--- src/rtl/uart_pkg.sv ---
// Shared UART definitions used by the transmitter and receiver.
// Contents: line levels and the transmit FSM state encoding.
// Optional feature macro: UART_TX_PARITY_EN adds the PARITY state.
package uart_pkg;

  localparam logic UART_IDLE_LEVEL  = 1'b1;
  localparam logic UART_START_LEVEL = 1'b0;
  localparam logic UART_STOP_LEVEL  = 1'b1;

  typedef enum logic [2:0] {
    UART_ST_IDLE   = 3'd0,
    UART_ST_FETCH  = 3'd1,
    UART_ST_START  = 3'd2,
    UART_ST_DATA   = 3'd3,
`ifdef UART_TX_PARITY_EN
    UART_ST_PARITY = 3'd5,
`endif
    UART_ST_STOP   = 3'd4
  } uart_state_e;

endpackage

--- src/rtl/uart_bit_timer.sv ---
// Bit-period timer: counts down from period-1 to 0 and flags the last
// cycle of every bit period.
// Ports:
//   clk, rst      clock, asynchronous active-high reset
//   period_i      bit period in cycles (must be >= 1)
//   restart_i     reload the count from period_i at the next edge
//   bit_done_o    high during the last cycle of each bit period
module uart_bit_timer #(
  parameter int unsigned WIDTH = 16
) (
  input  logic             clk,
  input  logic             rst,
  input  logic [WIDTH-1:0] period_i,
  input  logic             restart_i,
  output logic             bit_done_o
);

  logic [WIDTH-1:0] count_q, count_d;
  logic             done_q, done_d;

  // Reload on restart or at the end of a period, otherwise count down.
  always_comb begin
    count_d = count_q - WIDTH'(1);
    if (restart_i || done_q) begin
      count_d = period_i - WIDTH'(1);
    end
    done_d = (count_d == '0);
  end

  always_ff @(posedge clk or posedge rst) begin
    if (rst) begin
      count_q <= '0;
      done_q  <= 1'b1;
    end else begin
      count_q <= count_d;
      done_q  <= done_d;
    end
  end

  assign bit_done_o = done_q;

endmodule

--- src/rtl/uart_fifo_transmitter.sv ---
// UART transmitter draining a FIFO: fetches one word per frame with a
// single-cycle fifoOe pulse and sends it LSB-first as start/data/stop.
// Ports:
//   clk, rst        clock, asynchronous active-high reset
//   enable          permits new frames (sampled in IDLE only)
//   cyclesPerBit    bit period in cycles, 0 treated as 1
//   fifoIsData      FIFO non-empty flag
//   fifoDataOut     FIFO head word
//   fifoOe          pop request, first START cycle only
//   tx              serial line, idle high
//   busy            high from FETCH through the last stop-bit cycle
// Optional feature macro: UART_TX_PARITY_EN inserts an even-parity bit.
module uart_fifo_transmitter
  import uart_pkg::*;
#(
  parameter int unsigned WORD_SIZE         = 8,
  parameter int unsigned CLOCK_SCALE_WIDTH = 16
) (
  input  logic                         clk,
  input  logic                         rst,
  input  logic                         enable,
  input  logic [CLOCK_SCALE_WIDTH-1:0] cyclesPerBit,
  input  logic                         fifoIsData,
  input  logic [WORD_SIZE-1:0]         fifoDataOut,
  output logic                         fifoOe,
  output logic                         tx,
  output logic                         busy
);

  localparam int unsigned IDX_W = (WORD_SIZE > 1) ? $clog2(WORD_SIZE) : 1;
  localparam logic [IDX_W-1:0] LAST_IDX = IDX_W'(WORD_SIZE - 1);

  uart_state_e                  state_q;
  logic [WORD_SIZE-1:0]         shift_q;
  logic [IDX_W-1:0]             bit_idx_q;
  logic [CLOCK_SCALE_WIDTH-1:0] period_q;
  logic                         tx_q, busy_q, oe_q;
`ifdef UART_TX_PARITY_EN
  logic                         parity_q;
`endif

  logic [CLOCK_SCALE_WIDTH-1:0] period_c, timer_period_c;
  logic                         restart_c, bit_done;

  // Zero period is mapped to one; the timer sees the fresh value while
  // it is being latched in FETCH and the frozen value during the frame.
  assign period_c       = (cyclesPerBit == '0) ? CLOCK_SCALE_WIDTH'(1) : cyclesPerBit;
  assign timer_period_c = (state_q == UART_ST_FETCH) ? period_c : period_q;
  assign restart_c      = (state_q == UART_ST_FETCH);

  uart_bit_timer #(
    .WIDTH(CLOCK_SCALE_WIDTH)
  ) u_bit_timer (
    .clk       (clk),
    .rst       (rst),
    .period_i  (timer_period_c),
    .restart_i (restart_c),
    .bit_done_o(bit_done)
  );

  // Frame sequencer; line level and pop strobe are set one edge ahead.
  always_ff @(posedge clk or posedge rst) begin
    if (rst) begin
      state_q   <= UART_ST_IDLE;
      tx_q      <= UART_IDLE_LEVEL;
      busy_q    <= 1'b0;
      oe_q      <= 1'b0;
      bit_idx_q <= '0;
      shift_q   <= '0;
      period_q  <= CLOCK_SCALE_WIDTH'(1);
`ifdef UART_TX_PARITY_EN
      parity_q  <= 1'b0;
`endif
    end else begin
      oe_q <= 1'b0;
      case (state_q)
        UART_ST_IDLE: begin
          tx_q <= UART_IDLE_LEVEL;
          if (enable && fifoIsData) begin
            state_q <= UART_ST_FETCH;
            busy_q  <= 1'b1;
          end
        end
        UART_ST_FETCH: begin
          shift_q   <= fifoDataOut;
          period_q  <= period_c;
          bit_idx_q <= '0;
          tx_q      <= UART_START_LEVEL;
          oe_q      <= 1'b1;
          state_q   <= UART_ST_START;
`ifdef UART_TX_PARITY_EN
          parity_q  <= ^fifoDataOut;
`endif
        end
        UART_ST_START: begin
          if (bit_done) begin
            state_q <= UART_ST_DATA;
            tx_q    <= shift_q[0];
          end
        end
        UART_ST_DATA: begin
          if (bit_done) begin
            if (bit_idx_q == LAST_IDX) begin
`ifdef UART_TX_PARITY_EN
              state_q <= UART_ST_PARITY;
              tx_q    <= parity_q;
`else
              state_q <= UART_ST_STOP;
              tx_q    <= UART_STOP_LEVEL;
`endif
            end else begin
              shift_q   <= shift_q >> 1;
              tx_q      <= shift_q[1];
              bit_idx_q <= bit_idx_q + IDX_W'(1);
            end
          end
        end
`ifdef UART_TX_PARITY_EN
        UART_ST_PARITY: begin
          if (bit_done) begin
            state_q <= UART_ST_STOP;
            tx_q    <= UART_STOP_LEVEL;
          end
        end
`endif
        UART_ST_STOP: begin
          if (bit_done) begin
            state_q <= UART_ST_IDLE;
            busy_q  <= 1'b0;
            tx_q    <= UART_IDLE_LEVEL;
          end
        end
        default: begin
          state_q <= UART_ST_IDLE;
          busy_q  <= 1'b0;
          tx_q    <= UART_IDLE_LEVEL;
        end
      endcase
    end
  end

  assign fifoOe = oe_q;
  assign tx     = tx_q;
  assign busy   = busy_q;

endmodule

--- config.mk ---
export PLATFORM = sky130hd
export DESIGN_NAME = uart_fifo_transmitter
export DESIGN_NICKNAME = d
export VERILOG_FILES = /design/src/rtl/uart_pkg.sv /design/src/rtl/uart_bit_timer.sv /design/src/rtl/uart_fifo_transmitter.sv
export SDC_FILE = /design/constraint.sdc
export NUM_CORES = 1
export LEC_CHECK = 0
export ABC_CLOCK_PERIOD_IN_PS = 4350
export CAP_MARGIN = 5
export CORE_MARGIN = 2
export CORE_UTILIZATION = 56
export DETAILED_ROUTE_END_ITERATION = 12
export PLACE_DENSITY = 0.79
export SLEW_MARGIN = 20
export SYNTH_ARGS = -nofsm -noshare
export SYNTH_HDL_FRONTEND = slang
export SYNTH_HIERARCHICAL = 1
export SYNTH_SLANG_ARGS = --single-unit
--- constraint.sdc ---
create_clock -name clk -period 4.35 [get_ports clk]
set_input_delay 0.6525 -clock clk [delete_from_list [all_inputs] [get_ports clk]]
set_output_delay 0.6525 -clock clk [all_outputs]
set_load 0.01 [all_outputs]
# --- Yosys cells after proc, flatten, opt, wreduce, memory -nomap -nowiden ---
# Cells that the tools add are included.
classes:
  eq_ne: 11
  muxes: 24
  add_sub_neg: 3
  bitwise_logic: 1
  reduce_logical: 11
op_table:
  columns: ["operator", "count"]
  rows:
  - ["16-bit two-way mux", 3]
  - ["16-bit zero test", 2]
  - ["16-bit by 1-bit subtractor with 16-bit output (second input constant)", 2]
  - ["3-bit two-way mux", 7]
  - ["8-bit two-way mux", 2]
  - ["8-bit one-hot mux with 2 select lines", 1]
  - ["3-bit one-hot mux with 5 select lines", 1]
  - ["3-bit AND reduction", 3]
  - ["1-bit two-way mux", 7]
  - ["3-bit by 2-bit == test with 1-bit output (second input constant)", 2]
  - ["3-bit == test (second input constant)", 2]
  - ["2-bit by 1-bit != test with 1-bit output (second input constant)", 3]
  - ["2-bit != test (second input constant)", 3]
  - ["3-bit one-hot mux with 2 select lines", 1]
  - ["5-bit AND reduction", 1]
  - ["1-bit one-hot mux with 4 select lines", 1]
  - ["3-bit by 1-bit adder with 3-bit output (second input constant)", 1]
  - ["3-bit by 1-bit == test with 1-bit output (second input constant)", 1]
  - ["3-bit zero test", 1]
  - ["1-bit one-hot mux with 3 select lines", 1]
  - ["3-bit OR reduction", 1]
  - ["2-bit nonzero test", 1]
  - ["1-bit logical AND", 1]
  - ["1-bit logical OR", 1]
  - ["1-bit inverter", 1]
word_totals:
  regBits: 50
  output_inout_bits: 3

# --- Logic depth before layout (Yosys ltp) ---
# Gate-level depths: netlist of run 1.
depth:
  depth_word: 6
  mapped_depth: 15
  mapped_depth_nobuf: 11

# --- Cells and area by module ---
# Netlist of run 1, hierarchy kept.
by_module_without_submodules:
  columns: ["mod", "seq_area_each_um2", "cells_each", "instances", "area_each_um2"]
  rows:
  - ["uart_fifo_transmitter", 828.3, 119, 1, 1601.5]
  - ["uart_bit_timer", 426.7, 126, 1, 1273.7]

# --- Worst setup path before layout of run 1 ---
# Ideal clock, no wire load.
synth_path:
  kind: "register to register"
  start: "register state_q[0]"
  end: "register u_bit_timer.done_q (netlist: u_bit_timer/bit_done_o)"
  path_buffers: 5
  stages_incl_launch_ff: 16
  path_slack_ns: 0.652
  required_ns: 4.260
  synth_period_minus_slack_ns: 3.698
  arrival_ns: 3.608
  path_cell_list: "dfrtp_1 -> buf_6 -> nor3b_1 -> buf_4 -> buf_6 -> nor2_4 -> buf_4 -> buf_4 -> mux2i_1 -> ha_1 -> or3b_1 -> or4_4 -> a21boi_4 -> and4bb_1 -> o22ai_1 -> nor4_2"
synth_via:
  elab_chain_len: 5
  elab_cells_between_ends: 6
synth_rtl:
  columns: ["item", "line_no", "text"]
  rows:
  - ["start, declared", "uart_fifo_transmitter.sv:33", "uart_state_e state_q;"]
  - ["start signal, assigned", "uart_fifo_transmitter.sv:64", "state_q <= UART_ST_IDLE;"]
  - ["start signal, assigned", "uart_fifo_transmitter.sv:80", "state_q <= UART_ST_FETCH;"]
  - ["start signal, assigned", "uart_fifo_transmitter.sv:90", "state_q <= UART_ST_START;"]
  - ["3-bit by 1-bit == test with 1-bit output (*)", "uart_fifo_transmitter.sv:49", "assign restart_c = (state_q == UART_ST_FETCH);"]
  - ["net restart_c", "uart_fifo_transmitter.sv:43", "logic restart_c, bit_done;"]
  - ["16-bit two-way mux", null, null]
  - ["16-bit by 1-bit subtractor with 16-bit output", "uart_bit_timer.sv:25", "count_d = period_i - WIDTH'(1);"]
  - ["16-bit two-way mux (*)", "uart_bit_timer.sv:24", "if (restart_i || done_q) begin"]
  - ["net u_bit_timer.count_d[0]", "uart_bit_timer.sv:18", "logic [WIDTH-1:0] count_q, count_d;"]
  - ["16-bit zero test (*)", "uart_bit_timer.sv:27", "done_d = (count_d == '0);"]
  - ["net u_bit_timer.done_d", "uart_bit_timer.sv:19", "logic done_q, done_d;"]
  - ["end signal, assigned", "uart_bit_timer.sv:36", "done_q <= done_d;"]
  - ["end, declared", "uart_bit_timer.sv:19", null]
# The timed path passes the listed nets; every way through them passes the cells marked *.
# A chain may end at the register's enable or synchronous reset.

# --- Worst setup path after layout of run 1 ---
layout_path:
  start: "register state_q[1]"
  end: "register u_bit_timer.done_q (netlist: u_bit_timer/bit_done_o)"
layout_via:
  elab_chain_len: 5
  elab_cells_between_ends: 6
layout_rtl:
  columns: ["item", "line_no", "text"]
  rows:
  - ["3-bit by 1-bit == test with 1-bit output", "uart_fifo_transmitter.sv:48", "assign timer_period_c = (state_q == UART_ST_FETCH) ? period_c : period_q;"]
  - ["16-bit two-way mux", null, null]
  - ["net timer_period_c[0]", "uart_fifo_transmitter.sv:42", "logic [CLOCK_SCALE_WIDTH-1:0] period_c, timer_period_c;"]
  - ["16-bit by 1-bit subtractor with 16-bit output", "uart_bit_timer.sv:25", null]
  - ["16-bit two-way mux", "uart_bit_timer.sv:24", null]
  - ["net u_bit_timer.count_d[0]", "uart_bit_timer.sv:18", null]
  - ["16-bit zero test", "uart_bit_timer.sv:27", null]
  - ["net u_bit_timer.done_d", "uart_bit_timer.sv:19", null]
# The timed path passes the listed nets, and every way through them passes these cells.

==> out/summary.txt, run 1 <==
WORST SETUP PATH
--------------------------------------------------------------------------------------------------------
Class of the most critical setup path                                                       register to register
Crit path required time                                                                          4.57 ns
Type of element launching the critical path                                                     register
Worst setup EP type                                                                             register
Highest net fanout along the worst path                                                               16
Arrival time worst endpoint                                                                      3.90 ns

GLOBAL ROUTING
--------------------------------------------------------------------------------------------------------
Number of antenna violations at the first check in global routing                                      0
M3 GR Usage                                                                                       4.497%
First-pass GRT wire length                                                                       9246 µm
Maximum number of pins on one net before global-route repair                                          27
Layer with the highest usage                                                                        met2
Vias in the first global route                                                                     1,918
Global Route Usage Sum                                                                            21.66%
Met1 capacity usage during global routing                                                         29.23%
Congestion Overflow GR                                                                                 0
GR Util met2                                                                                      35.36%

STA
--------------------------------------------------------------------------------------------------------
Worst clock skew                                                                             0.005202 ns
Total of endpoints with negative setup slack in the final report                                       0
Number of failing hold endpoints at the final stage                                                    0
Final Hold Slack                                                                               0.5121 ns
Fin Setup TNS                                                                                       0 ns
Portion of the clock cycle consumed by the worst path in the final layout                         84.64%
Worst slew margin                                                                                 34.34%
Fmax achieved                                                                                 0.2716 GHz
Final critical delay including setup and external delays                                        3.682 ns
Fin. max-slew vios                                                                                     0
Setup repair after global routing missed its margin                                                false
Worst-margin pin slew                                                                          0.9838 ns

CLOCK NETWORK
--------------------------------------------------------------------------------------------------------
Cell at the root of the clock tree                                                              clkbuf_8
Number of H-tree levels                                                                                2
Post-cts repair resize count                                                                           0
Clock latency on the worst-skew pair                                                             0.30 ns
Post-CTS clock slew at the launch and capture registers of the worst setup and hold paths        0.08 ns
Clk sink count                                                                                        50
Bufs on Longest Clock Path                                                                             2
Setup bufs post-CTS                                                                                    0
CTS tree                                                                                            done
Hold-fix buffers, CTS                                                                                  0
Number of buffers added by the clock tree synthesis step                                               5

LOGIC SYNTHESIS
--------------------------------------------------------------------------------------------------------
Sequential area share after synthesis                                                             43.65%
Post-synthesis cell type with the largest combined area                                          dfrtp_1
Most frequently used flop master after synthesis                                                 dfrtp_1
Count of flip-flops with a built-in enable after synthesis                                             0
Number of distinct library cell variants in the gate-level netlist after synthesis                    59
Cell count after synthesis                                                                           245
Average footprint of a synthesized cell                                                        11.74 µm²
Async SR Flop Fraction                                                                            100.0%
Summed instance area of the synthesized netlist                                             0.002875 mm²
Ranking of synthesized cells by area                                                        dfrtp_1, mux2_1, mux2i_1
Synth Net Count                                                                                      277
Post-synthesis sequential element count                                                               50
Warnings from Yosys                                                                                    6
Top-area cell type share of the netlist area                                                      40.91%

PLACED DESIGN
--------------------------------------------------------------------------------------------------------
Number of I/O port buffers                                                                            30
Half-perimeter wire length after placement                                                       4273 µm
Last weighted congestion value of the routability-driven placer                                   0.8272
Cell Area, Placed                                                                           0.003209 mm²

FLOORPLANNING
--------------------------------------------------------------------------------------------------------
Die width                                                                                       75.66 µm
Number of ports placed on the die boundary                                                            31
Y dimension of the die                                                                          75.66 µm
Total number of placement rows                                                                        26
Die Area                                                                                    0.005724 mm²
CORE AREA                                                                                   0.005042 mm²
Starting Density                                                                                  57.02%

HOLD PATH
--------------------------------------------------------------------------------------------------------
Min-delay worst type                                                                        register to register

ROUTING
--------------------------------------------------------------------------------------------------------
Number of vias per cell                                                                            5.861
Via count                                                                                          2,028
Number of search-and-repair iterations in the first detailed-routing pass                              4
Detail Route Antenna Nets                                                                              0
DRC violation total after the first TritonRoute iteration                                             94
Drt wl/cell                                                                                     16.83 µm
Residual DRC count                                                                                     0
Total length of routed wires                                                                     5823 µm

LAYOUT
--------------------------------------------------------------------------------------------------------
Diode insertion count for antenna repair                                                               0
Final net count                                                                                      308
Final non-filler cell area                                                                  0.003286 mm²
Relative area change from synthesis to final layout                                               14.27%
Layout cell share with drive strength beyond 1                                                    19.20%
# fillers                                                                                            405

FLOW RUN
--------------------------------------------------------------------------------------------------------
# Max-Cap Violations                                                                                   0

PWR
--------------------------------------------------------------------------------------------------------
Peak supply drop                                                                               0.2726 mV
LEAKAGE                                                                                      0.001434 µW
Cell area power density                                                                     503.0 mW/mm²

RUN STATUS
--------------------------------------------------------------------------------------------------------
Run status                                                                                  finished clean

==> cells in the mapped netlist, types with 3 or more instances <==
cell type / number
dfrtp_1: 47
mux2_1: 14
mux2i_1: 14
mux2_2: 12
xnor2_1: 11
inv_1: 9
nor3_1: 9
mux2_4: 8
o21ai_0: 8
nand2_1: 7
nand3_1: 7
nor4_1: 7
nor2_1: 6
nand2b_1: 5
nand4_1: 5
o31ai_1: 5
a31oi_1: 4
buf_6: 4
ha_1: 4
nor3b_1: 4
buf_4: 3
dfstp_2: 3
or3_1: 3
or4_2: 3
==> power by group <==
part	leakage [µW]	switching (µW)	internal, µW	total, µW
clock network	0.0000383	144	111	255
logic	0.000786	341	349	690
registers	0.000609	87.8	620	708
total	0.00143	573	1080	1650
==> per-stage QoR <==
stage	power [µW]	instances	utilization, %	setup slack [ns]
after floorplan	1231	245	-	0.6517
after global placement	1375	339	63.65	0.6657
after detailed placement	1399	339	63.65	0.5909
after CTS	1655	346	65.16	0.6619
after global routing	1754	346	65.16	0.3772
final	1653	346	65.16	0.6681
==> layout make-up <==
cell class,instances,area (µm²),area share (%)
clock buffer,7,76.32,2.323
inverter,9,33.78,1.028
multi-input combinational,175,1495,45.51
sequential,50,1255,38.19
tap,70,87.58,2.666
timing repair buffer,35,337.8,10.28
==> flip-flops by register name, summed over array words and instances (netlist names) <==
name	count
fifoOe	1
busy	1
tx	1
period_q	16
u_bit_timer/count_q	16
bit_idx_q	3
state_q	3
u_bit_timer/bit_done_o	1
shift_q	8
==> cells in the final DEF (no fill, tap or decap), types with 3 or more instances in the layout <==
cell	instances
mux2_1	14
clkbuf_8	5
nand4_1	5
nor3_1	9
clkdlybuf4s50_1	30
nor3b_1	3
or3_1	3
dfstp_2	3
o21ai_0	8
a31oi_1	4
xnor2_1	11
dfrtp_1	47
mux2_4	8
nor2_1	6
nand2_1	7
mux2i_1	14
o31ai_1	5
ha_1	4
inv_1	9
nand3_1	7
or4_2	3
nand2b_1	5
nor4_1	7
mux2_2	12
buf_4	5
==> per-layer routing <==
layer | vias up | wire length [µm]
li1 | 971 | -
met1 | 1005 | 2664
met2 | 43 | 2865
met3 | 9 | 216
met4 | 0 | 78
met5 | - | 0
==> cells by family (layout without fill, tap and decap cells) <==
group | count (synthesis) | after routing | synth area share [%]
simple gates | 76 | 76 | 17.45
compound gates | 33 | 33 | 8.965
mux | 49 | 49 | 19.71
flops | 50 | 50 | 43.65
buf+inv | 20 | 51 | 4.525
fa+ha+maj | 4 | 4 | 1.741
xor+xnor | 13 | 13 | 3.960
==> worst max-delay path, stage by stage (launching register included) <==
cell	delay [ns]
dfrtp_1	0.57
nor3b_2	0.33
buf_4	0.29
a31oi_1	0.19
mux2i_1	0.27
ha_1	0.32
or3b_1	0.39
or4_4	0.45
a21boi_4	0.24
and4bb_1	0.24
o22ai_1	0.09
nor4_2	0.22
==> path summary, 6_finish.rpt <==
kind	from	endpoint	depth (start not counted)	slack, ns
min in group asynchronous	rst	u_bit_timer/count_q[6]	2	0.80
hold reg to reg	period_q[9]	period_q[9]	1	0.51
setup reg to reg	state_q[1]	u_bit_timer/bit_done_o	11	0.67
hold / removal	period_q[9]	period_q[9]	1	0.51
max in group asynchronous	rst	shift_q[4]	3	2.75
setup / recovery	state_q[1]	u_bit_timer/bit_done_o	11	0.67
Note: power is estimated with default switching activity, not from simulation.
==> run 2: changes to the inputs <==
--- a/config.mk
+++ b/config.mk
@@ -5,12 +5,12 @@
 export SDC_FILE = /design/constraint.sdc
 export NUM_CORES = 1
 export LEC_CHECK = 0
-export ABC_CLOCK_PERIOD_IN_PS = 4350
+export ABC_CLOCK_PERIOD_IN_PS = 3200
 export CAP_MARGIN = 5
 export CORE_MARGIN = 2
-export CORE_UTILIZATION = 56
+export CORE_UTILIZATION = 51
 export DETAILED_ROUTE_END_ITERATION = 12
-export PLACE_DENSITY = 0.79
+export PLACE_DENSITY = 0.76
 export SLEW_MARGIN = 20
 export SYNTH_ARGS = -nofsm -noshare
 export SYNTH_HDL_FRONTEND = slang
==> constraint.sdc (replaced) <==
create_clock -name clk -period 3.2 [get_ports clk]
set_input_delay 0.48 -clock clk [delete_from_list [all_inputs] [get_ports clk]]
set_output_delay 0.48 -clock clk [all_outputs]
set_load 0.01 [all_outputs]
==> run 2 against run 1 <==
Against the previous run: worst hold slack got worse by 0.016 ns; power increased by 52%; count of clock-buffer cells in the layout decreased by 1; maximum frequency increased by 15%; sequential cell count unchanged; final cell count increased by 9.0%; routed wire length increased by 8.8%; combinational power increased by 70%; register-to-register slack got worse by 0.67 ns.
==> out/summary.txt, run 2 (same netlist as run 1, synthesis figures left out) <==
PLACED DESIGN
--------------------------------------------------------------------------------------------------------
Total instance count after detailed placement                                                        361   +6.5%
Last weighted congestion value of the routability-driven placer                                   0.8127   -1.8%
Cell Area, Placed                                                                           0.003368 mm²   +5.0%
Half-perimeter wire length after placement                                                       4530 µm   +6.0%
Number of I/O port buffers                                                                            30   unchanged

LAYOUT
--------------------------------------------------------------------------------------------------------
Non-filler cells, final                                                                              377   +9.0%
Diode insertion count for antenna repair                                                               0   unchanged
Final net count                                                                                      336   +9.1%
Final non-filler cell area                                                                  0.003631 mm²   +11%
Commonest cells after routing, fill and taps aside                                          dfrtp_1, buf_4, clkdlybuf4s50_1
Layout cell share with drive strength beyond 1                                                    31.15%   +12 points
Largest regs                                                                                period_q (16), u_bit_timer/count_q (16), shift_q (8)
Relative area change from synthesis to final layout                                               26.28%
Commonest non-fill, non-tap cell in the layout                                                   dfrtp_1

WORST SETUP PATH
--------------------------------------------------------------------------------------------------------
Critical-path top delay cell                                                                       or4_4
CP bufs+invs                                                                                           1   unchanged
Gate family responsible for the most delay along the worst path                             simple AND/OR/NAND/NOR gates
Arrival time worst endpoint                                                                      3.43 ns   -0.47 ns
Worst setup EP type                                                                             register
Type of element launching the critical path                                                     register
Delay contributed by the slowest stage of the critical path                                      0.44 ns   -0.13 ns
Class of the most critical setup path                                                       register to register
Cell breakdown of the critical path                                                         nor3b_4, mux2_4, mux2i_4, ha_2, or3b_4, or4_4, a21boi_4, buf_4, nor3_1, o32ai_2, nor4_4
Highest net fanout along the worst path                                                                4   -12
Crit path required time                                                                          3.43 ns   -1.14 ns

PWR
--------------------------------------------------------------------------------------------------------
Logic gate share of total power                                                                    46.6%   +4.9 points
Internal power                                                                                   1650 µW   +53%
LEAKAGE                                                                                      0.001596 µW   +11%
Power share of the clock group                                                                     15.4%   about the same
Peak supply drop                                                                               0.3223 mV   +18%
Sw Pwr                                                                                          866.8 µW   +51%
Total Power Consumption                                                                          2516 µW   +52%
Cell area power density                                                                     693.0 mW/mm²   +38%
Sequential group share of total power                                                              38.0%   -4.8 points
Switching part of the total                                                                       34.45%   -0.22 points

STA
--------------------------------------------------------------------------------------------------------
Fin. max-slew vios                                                                                     0   unchanged
Worst slew margin                                                                                 53.95%   +20 points
Portion of the clock cycle consumed by the worst path in the final layout                         99.91%   +15 points
Number of failing hold endpoints at the final stage                                                    0   unchanged
Final critical delay including setup and external delays                                        3.197 ns   -0.4848 ns
Total of endpoints with negative setup slack in the final report                                       0   unchanged
Setup repair after global routing missed its margin                                                 true
Worst-margin pin slew                                                                          0.6900 ns   -0.2938 ns
Fmax achieved                                                                                 0.3128 GHz   +15%
Worst clock skew                                                                             0.003876 ns   -0.001327 ns

CLOCK NETWORK
--------------------------------------------------------------------------------------------------------
Clock latency on the worst-skew pair                                                             0.30 ns   about the same
Number of H-tree levels                                                                                2   unchanged
Cell at the root of the clock tree                                                              clkbuf_8
Bufs on Longest Clock Path                                                                             2   unchanged
Hold-fix buffers, CTS                                                                                  0   unchanged
Clk sink count                                                                                        50   unchanged
Post-CTS clock slew at the launch and capture registers of the worst setup and hold paths        0.09 ns   about the same
Number of buffers added by the clock tree synthesis step                                               5   unchanged
CTS tree                                                                                            done

FLOORPLANNING
--------------------------------------------------------------------------------------------------------
Total number of placement rows                                                                        27   +3.8%
CORE AREA                                                                                   0.005473 mm²   +8.5%
Die width                                                                                       79.09 µm   +4.5%
Y dimension of the die                                                                          79.09 µm   +4.5%
Number of ports placed on the die boundary                                                            31   unchanged
Starting Density                                                                                  52.54%   -4.5 points
Die Area                                                                                    0.006254 mm²   +9.3%

GLOBAL ROUTING
--------------------------------------------------------------------------------------------------------
Global Route Usage Sum                                                                            21.49%   -0.17 points
First-pass GRT wire length                                                                     10,390 µm   +12%
Number of antenna violations at the first check in global routing                                      0   unchanged
Maximum number of pins on one net before global-route repair                                          34   +26%
Congestion Overflow GR                                                                                 0   unchanged
Vias in the first global route                                                                     2,161   +13%

ROUTING
--------------------------------------------------------------------------------------------------------
Detail Route Antenna Nets                                                                              0   unchanged
Total length of routed wires                                                                     6336 µm   +8.8%
Via count                                                                                          2,157   +6.4%
Number of search-and-repair iterations in the first detailed-routing pass                              4   unchanged
Residual DRC count                                                                                     0   unchanged
Number of vias per cell                                                                            5.721   -2.4%
Drt wl/cell                                                                                     16.81 µm   -0.14%
DRC violation total after the first TritonRoute iteration                                            149   +59%

HOLD PATH
--------------------------------------------------------------------------------------------------------
Min-delay worst type                                                                        register to register

RUN STATUS
--------------------------------------------------------------------------------------------------------
Run status                                                                                  finished clean

FLOW RUN
--------------------------------------------------------------------------------------------------------
# Max-Cap Violations                                                                                   0   unchanged

[run 2: path summary, 6_finish.rpt]
kind / slack [ns] / cells past startpoint / startpoint / to
worst max-delay path: 0.003 / 11 / state_q[2] / u_bit_timer/bit_done_o
worst min-delay path: 0.50 / 1 / period_q[9] / period_q[9]
worst max register to register: 0.003 / 11 / state_q[2] / u_bit_timer/bit_done_o
worst min register to register: 0.50 / 1 / period_q[9] / period_q[9]
max in group asynchronous: 2.16 / 2 / rst / u_bit_timer/count_q[5]
min in group asynchronous: 0.60 / 3 / rst / period_q[6]
[run 2: final cells by class]
class / count / area, µm²
multi-input cells: 175 / 1602
repair buffers: 63 / 555.5
inverters: 9 / 33.78
clock inverters: 2 / 12.51
well taps: 72 / 90.09
fillers: 426 / 1842
clock buffers: 6 / 82.58
flip-flops and latches: 50 / 1255
[run 2: repair_timing]
action | in CTS | in global routing
gates cloned | 0 | 0
resized for setup | 4 | 14
setup endpoints to repair | 1 | 3
buffers inserted | 7 | 2
pin swaps | 2 | 7
[run 2: power groups by stage]
stage | clock network (µW) | registers [µW] | logic [µW]
floorplan | 0 | 930 | 750
global placement | 0 | 949 | 1020
detailed placement | 0 | 964 | 1050
CTS | 397 | 952 | 1100
global route | 427 | 979 | 1280
finish | 387 | 957 | 1170
[run 2: metal layers]
metal	part of all wire [%]	track usage, %	up-vias	routed length [µm]
met5	0	0	-	0
met4	1.7	5.862	0	107
met3	4.7	4.318	8	296
met2	48	35.68	51	3049
met1	45	28.76	1064	2882
li1	-	-	1034	-
[run 2: through the flow]
stage	setup slack, ns	hold WS, ns	setup TNS, ns	util (%)
after floorplan	-0.3796	0.4053	-0.8542	-
after global placement	-0.3405	0.4703	-0.4491	61.55
after detailed placement	-0.3629	0.4829	-0.5206	61.55
after CTS	0.001297	0.5038	0	64.61
after global routing	-0.1185	0.5341	-0.1236	66.35
final	0.002916	0.4957	0	66.35
==> run 3: changes to the inputs <==
--- a/config.mk
+++ b/config.mk
@@ -9,6 +9,7 @@
 export CAP_MARGIN = 5
 export CORE_MARGIN = 2
 export CORE_UTILIZATION = 51
+export CTS_CLUSTER_SIZE = 28
 export DETAILED_ROUTE_END_ITERATION = 12
 export PLACE_DENSITY = 0.76
 export SLEW_MARGIN = 20
==> results of run 3 <==
Final layout, timing and power as in run 2 (identical DEF).
